[src/rtl/id_ex_pipeline_reg.sv]
// ID/EX pipeline register: captures decoded instruction fields, applies WB-to-ID
// bypass on both read ports, inserts bubbles on stall/flush/invalid, counts stalls.

module id_ex_bypass #(
  parameter int DATA_W = 32,
  parameter int REG_W  = 5
) (
  input  logic [REG_W-1:0]  src_reg,
  input  logic [DATA_W-1:0] rf_data,
  input  logic              wb_reg_write,
  input  logic [REG_W-1:0]  wb_write_reg,
  input  logic [DATA_W-1:0] wb_write_data,
  output logic [DATA_W-1:0] op_data
);
  // src_reg is nonzero in the second arm, so a match also excludes wb_write_reg==0
  always_comb begin
    op_data = rf_data;
    if (src_reg == '0)
      op_data = '0;
    else if (wb_reg_write && (wb_write_reg == src_reg))
      op_data = wb_write_data;
  end
endmodule

module id_ex_pipeline_reg #(
  parameter int DATA_W = 32,
  parameter int REG_W  = 5,
  parameter int CNT_W  = 16
) (
  input  logic              clk,
  input  logic              rst_n,
  input  logic              stall,
  input  logic              flush,
  input  logic              id_valid,
  input  logic [DATA_W-1:0] id_pc,
  input  logic [REG_W-1:0]  id_rs,
  input  logic [REG_W-1:0]  id_rt,
  input  logic [REG_W-1:0]  id_rd,
  input  logic [DATA_W-1:0] id_rdata1,
  input  logic [DATA_W-1:0] id_rdata2,
  input  logic [DATA_W-1:0] id_imm,
  input  logic              id_reg_write,
  input  logic              id_mem_read,
  input  logic              id_mem_write,
  input  logic              id_mem_to_reg,
  input  logic              id_alu_src,
  input  logic              id_reg_dst,
  input  logic [3:0]        id_alu_op,
  input  logic              wb_reg_write,
  input  logic [REG_W-1:0]  wb_write_reg,
  input  logic [DATA_W-1:0] wb_write_data,
  output logic              ex_valid,
  output logic [DATA_W-1:0] ex_pc,
  output logic [DATA_W-1:0] ex_rdata1,
  output logic [DATA_W-1:0] ex_rdata2,
  output logic [DATA_W-1:0] ex_imm,
  output logic [REG_W-1:0]  ex_rs,
  output logic [REG_W-1:0]  ex_rt,
  output logic [REG_W-1:0]  ex_write_reg,
  output logic              ex_reg_write,
  output logic              ex_mem_read,
  output logic              ex_mem_write,
  output logic              ex_mem_to_reg,
  output logic              ex_alu_src,
  output logic [3:0]        ex_alu_op,
  output logic [CNT_W-1:0]  stall_count
);
  localparam int NUM_PORTS = 2;

  typedef struct packed {
    logic              valid;
    logic [DATA_W-1:0] pc;
    logic [DATA_W-1:0] rdata1;
    logic [DATA_W-1:0] rdata2;
    logic [DATA_W-1:0] imm;
    logic [REG_W-1:0]  rs;
    logic [REG_W-1:0]  rt;
    logic [REG_W-1:0]  write_reg;
    logic              reg_write;
    logic              mem_read;
    logic              mem_write;
    logic              mem_to_reg;
    logic              alu_src;
    logic [3:0]        alu_op;
  } ex_fields_t;

  logic [NUM_PORTS-1:0][REG_W-1:0]  src_reg;
  logic [NUM_PORTS-1:0][DATA_W-1:0] rf_data;
  logic [NUM_PORTS-1:0][DATA_W-1:0] op_data;
  logic       load;
  ex_fields_t ex_d, ex_q;

  assign src_reg = {id_rt, id_rs};
  assign rf_data = {id_rdata2, id_rdata1};

  for (genvar p = 0; p < NUM_PORTS; p++) begin : g_port
    id_ex_bypass #(.DATA_W(DATA_W), .REG_W(REG_W)) u_byp (
      .src_reg      (src_reg[p]),
      .rf_data      (rf_data[p]),
      .wb_reg_write (wb_reg_write),
      .wb_write_reg (wb_write_reg),
      .wb_write_data(wb_write_data),
      .op_data      (op_data[p])
    );
  end

  // Anything other than a clean load becomes an all-zero NOP, so mem_read never
  // leaks into the hazard unit from a bubble.
  assign load = id_valid & ~stall & ~flush;

  always_comb begin
    ex_d = '0;
    if (load) begin
      ex_d.valid      = 1'b1;
      ex_d.pc         = id_pc;
      ex_d.rdata1     = op_data[0];
      ex_d.rdata2     = op_data[1];
      ex_d.imm        = id_imm;
      ex_d.rs         = id_rs;
      ex_d.rt         = id_rt;
      ex_d.write_reg  = id_reg_dst ? id_rd : id_rt;
      ex_d.reg_write  = id_reg_write;
      ex_d.mem_read   = id_mem_read;
      ex_d.mem_write  = id_mem_write;
      ex_d.mem_to_reg = id_mem_to_reg;
      ex_d.alu_src    = id_alu_src;
      ex_d.alu_op     = id_alu_op;
    end
  end

  always_ff @(posedge clk) begin
    if (!rst_n) ex_q <= '0;
    else        ex_q <= ex_d;
  end

  // Flush overrides a coincident stall, so only stall-without-flush is counted.
  always_ff @(posedge clk) begin
    if (!rst_n)
      stall_count <= '0;
    else if (stall && !flush && (stall_count != {CNT_W{1'b1}}))
      stall_count <= stall_count + 1'b1;
  end

  assign ex_valid      = ex_q.valid;
  assign ex_pc         = ex_q.pc;
  assign ex_rdata1     = ex_q.rdata1;
  assign ex_rdata2     = ex_q.rdata2;
  assign ex_imm        = ex_q.imm;
  assign ex_rs         = ex_q.rs;
  assign ex_rt         = ex_q.rt;
  assign ex_write_reg  = ex_q.write_reg;
  assign ex_reg_write  = ex_q.reg_write;
  assign ex_mem_read   = ex_q.mem_read;
  assign ex_mem_write  = ex_q.mem_write;
  assign ex_mem_to_reg = ex_q.mem_to_reg;
  assign ex_alu_src    = ex_q.alu_src;
  assign ex_alu_op     = ex_q.alu_op;
endmodule
[config.mk]
export PLATFORM = sky130hd
export DESIGN_NAME = id_ex_pipeline_reg
export DESIGN_NICKNAME = d
export VERILOG_FILES = /design/src/rtl/id_ex_pipeline_reg.sv
export SDC_FILE = /design/constraint.sdc
export NUM_CORES = 1
export LEC_CHECK = 0
export ABC_AREA = 1
export CAP_MARGIN = 20
export CORE_AREA = 3 3 141 143
export CTS_BUF_LIST = sky130_fd_sc_hd__clkbuf_8
export DETAILED_ROUTE_END_ITERATION = 10
export DIE_AREA = 0 0 144 146
export GPL_TIMING_DRIVEN = 0
export HOLD_SLACK_MARGIN = 0.1
export MAX_ROUTING_LAYER = met4
export PLACE_DENSITY = 0.78
export SLEW_MARGIN = 5
export SYNTH_ARGS = -nofsm -noshare
export SYNTH_HDL_FRONTEND = slang
export SYNTH_HIERARCHICAL = 1
export SYNTH_SLANG_ARGS = --single-unit
export TNS_END_PERCENT = 5
[constraint.sdc]
create_clock -name clk -period 3.1 [get_ports clk]
set_input_delay 0.62 -clock clk [delete_from_list [all_inputs] [get_ports clk]]
set_output_delay 0.62 -clock clk [all_outputs]
set_load 0.1 [all_outputs]
After elaboration in Yosys (flattened, before gate mapping)
Cells that the tools add are included.
{"block": "word_totals", "out_inout_bits": 169, "ff_bits": 169, "input_bits": 196, "elab_cells": 41}
{"block": "op_classes", "eq_ne": 3, "bitwise": 6, "add_sub_neg": 1, "muxes": 6, "n_reduce_logical": 10}
{"cell": "153-bit 2-to-1 mux", "count": 1}
{"cell": "32-bit 2-to-1 mux", "count": 4}
{"cell": "16-bit by 1-bit adder with 16-bit output (second input constant)", "count": 1}
{"cell": "16-bit inequality test (second input constant)", "count": 1}
{"cell": "5-bit equality test", "count": 2}
{"cell": "5-bit zero test", "count": 2}
{"cell": "3-bit OR reduction", "count": 2}
{"cell": "5-bit 2-to-1 mux", "count": 1}
{"cell": "1-bit logical AND", "count": 4}
{"cell": "1-bit NOT", "count": 4}
{"cell": "1-bit AND", "count": 2}
{"cell": "2-bit AND reduction", "count": 1}
{"cell": "1-bit zero test", "count": 1}

Longest topological paths before layout
Gate-level depths: netlist of the first run.
{"block": "depth", "word_depth": 5, "depth_mapped": 11, "mapped_depth_nobuf": 10}

Hierarchy
The synthesis of the first run kept the hierarchy.
{"module": "id_ex_pipeline_reg", "cells_each": 628, "seq_area_each_um2": 3383.2, "area_each_um2": 5242.5, "instances": 1}
{"module": "id_ex_bypass", "cells_each": 199, "seq_area_each_um2": 0.0, "area_each_um2": 818.3, "instances": 2}

Least setup slack after synthesis of the first run
OpenSTA, ideal clock, no wires.
{"block": "synth_path", "kind": "register -> register", "startpoint": "register stall_count[0]", "endpoint": "register stall_count[15]", "setup_time_ns": 0.119, "path_slack_ns": 0.880, "required_time_ns": 2.981, "arrival_ns": 2.101, "synth_period_minus_slack_ns": 2.220, "path_stages_with_launch": 9, "path_buffers": 0, "cell_sequence": "dfxtp_1 ha_1 nand2_1 nor2_4 nand2_2 clkinv_2 nand3_2 a21oi_1 nor2_1"}
{"block": "synth_between", "elab_chain_cells": 2, "elab_cells_between_ends": 3, "classes_between": "add/sub (1); eq/ne (1); reduce/logical (1)"}
{"element": "start: declaration", "line_no": "66", "source": "output logic [CNT_W-1:0] stall_count"}
{"element": "start signal: assignment", "line_no": "141", "source": "stall_count <= stall_count + 1'b1;"}
{"element": "parallel branches: the longest is 2 deep, another holds 16-bit by 1-bit adder with 16-bit output"}
Parallel ways; which one is timed is not known.
A chain may end at the register's enable or synchronous reset.

Final worst setup path of the first run
{"block": "layout_path", "startpoint": "register stall_count[8]", "endpoint": "output port stall_count[8]"}
No word-level cell between the ends.

==> results of run 1 <==
cell type report:
cell class,instances,area [um2]
Antenna cell,1,2.50
Buffer,37,208
Clock buffer,18,248
Clock inverter,14,124
Fill cell,1707,7540
Inverter,247,928
Multi-Input combinational cell,573,2360
Sequential cell,169,3380
Tap cell,234,293
Timing Repair Buffer,362,3620
final timing paths:
check                                    start              end  slack (ns)  cells after the start
worst max register to register  stall_count[0]  stall_count[15]        1.52                      8
worst min register to register  stall_count[6]   stall_count[6]        0.54                      2
worst max-delay path            stall_count[8]   stall_count[8]        0.38                      1
worst min-delay path                     rst_n   stall_count[0]        0.44                      3
where the power goes:
| part | leakage, nW | internal (W) | switching, W |
|---|---|---|---|
| logic | 4.21 | 0.000357 | 0.000498 |
| registers | 1.37 | 0.00220 | 0.0000109 |
| clock network | 0.187 | 0.000661 | 0.000853 |
| total | 5.77 | 0.00322 | 0.00136 |
worst min-delay path: cells and delay by family:
family,cells,cell delay [ns]
buffers and inverters,1,0.14
AND/OR/NAND/NOR,2,0.09
cell families after synthesis:
kind of cell	after synthesis	share of synthesized area, %
simple gates	552	32.6
xor+xnor	1	0.127
fa+ha+maj	1	0.182
compound gates	19	1.40
flops	169	49.2
buf+inv	284	16.5
through the flow:
step / total power (W) / setup WS, ns / area, um2 / util [%]
final: 0.00458 / 0.375 / 11200 / 59.7
after global routing: 0.00479 / 0.289 / 11200 / 59.7
after CTS: 0.00464 / 0.328 / 11200 / 59.7
after detailed placement: 0.00312 / 0.616 / 10800 / 57.7
after global placement: 0.00311 / 0.654 / 10800 / 57.7
after floorplan: 0.00274 / 0.880 / 6880 / -
synth_stat cells, drive strengths merged:
cell type / n
nand4: 2
nand2: 194
nand3: 19
clkinv: 1
a21oi: 14
xor2: 1
clkbuf: 13
ha: 1
dfxtp: 169
nor2: 334
nor3: 3
inv: 246
a31oi: 1
o21ai: 4
buf: 24
routing by layer:
layer,GRT usage (%),wire length [um],up-vias
met2,37.3,11400,295
met3,6.44,1800,53
met1,22.7,8930,3081
met4,9.56,852,0
met5,-,0,-
li1,-,-,3628
==> impl_metrics.tcl, run 1 <==
set metrics [dict create \
    clock_skew_ns 0.0108 \
    fin_crit_sh_pct 87.9 \
    powerDensity_nw_per_um2 410 \
    critical_path_class "reg -> out" \
    synth.largest_area_cell "dfxtp_1" \
    cp.arrival_ns 2.10 \
    grt_max_degree 17 \
    via_per_inst 4.26 \
    num-nets-final 1604 \
    final_cells 1655 \
    ys_types 27 \
    cp.required_ns 2.48 \
    drt_first_pass_iters 4 \
    cts_tree "built" \
    place_hpwl_mm 18.2 \
    num_vias 7057 \
    grt_pass1_wl_mm 34.5 \
    clkSinkCount 169 \
    wl_mm 23.0 \
    ant_nets 0 \
    dieWidth_um 144 \
    startpoint_type "flip-flop" \
    cts_root_buf "clkbuf_8" \
    status "finished clean" \
    clock_path_buffers 2 \
    grt_pass1_vias 6941 \
    critPathMaxStageDelay_ns 1.19 \
    start_util_pct 36.8 \
    final_common_cell "clkdlybuf4s50_1" \
    mostFrequentLayoutCells "clkdlybuf4s50_1, nor2_1, inv_1" \
    core_region_area_um2 18700 \
    path_cells "clkdlybuf4s50_1" \
    finalSetupViolCount 0 \
    worst-path-max-fanout 6 \
    endpoint_kind "output port" \
    synth.area.top_cells "dfxtp_1, nor2_1, inv_1" \
    yosysWarnings 6 \
    dieArea_um2 21000 \
    cts_hold_buf 0 \
    io_pins 365 \
    cpLargestDelayFamily "buffers and inverters" \
    grt_overflow_total 0 \
    synthesis.nets 1223 \
    rsz0062_at_grt "no" \
    synth_seq_area_share_pct 49.2 \
    numCtsBuffers 17 \
    finalWeightedCongestion 0.911 \
    post_cts_buffers 0 \
    finalHoldViolations 0 \
    wl_per_cell_um 13.9 \
    die_h_um 146 \
    track_usage_pct 21.7 \
    cts_resized 0 \
    ir_drop_mv 0.232 \
    fmax_mhz 367 \
    clock_latency_ns 0.46 \
    synth_top_area_share_pct 49.2 \
    whs_ns 0.438 \
    row_count 50 \
    fin_tns_setup_ns 0 \
    fin_crit_ns 2.72 \
    synth_area_um2 6880 \
    antenna_found_initial 1 \
    syn_to_final_growth_pct 62.4 \
    ys_ff_latch 169 \
    cts-htree-levels 4 \
    worstMarginPinSlew_ns 1.07 \
    cp_slowest_cell "clkdlybuf4s50_1" \
    slew_viol_final 0 \
    syn_area_per_cell_um2 6.70 \
    clk_pin_slew_ns 0.09 \
    synthCells 1026 \
    path_buf_inv 1 \
    min_path_type "in -> reg" \
    maxCapViolations 0 \
    drive_gt1_share_pct 6.55 \
    timing.slew.headroom_pct 28.5 \
    dp.cells 1622 \
    first_iter_violations 366 \
    p_leak_nw 5.77 \
    drc 0 \
    numPortBuffers 362 \
]
Power figures use the tool's default switching activity.
==> run 2: changes to the inputs <==
--- a/config.mk
+++ b/config.mk
@@ -15,6 +15,7 @@
 export HOLD_SLACK_MARGIN = 0.1
 export MAX_ROUTING_LAYER = met4
 export PLACE_DENSITY = 0.78
+export SKIP_CTS_REPAIR_TIMING = 1
 export SLEW_MARGIN = 5
 export SYNTH_ARGS = -nofsm -noshare
 export SYNTH_HDL_FRONTEND = slang
==> results of run 2 <==
No change in the layout: final DEF, timing and power equal those of run 1.
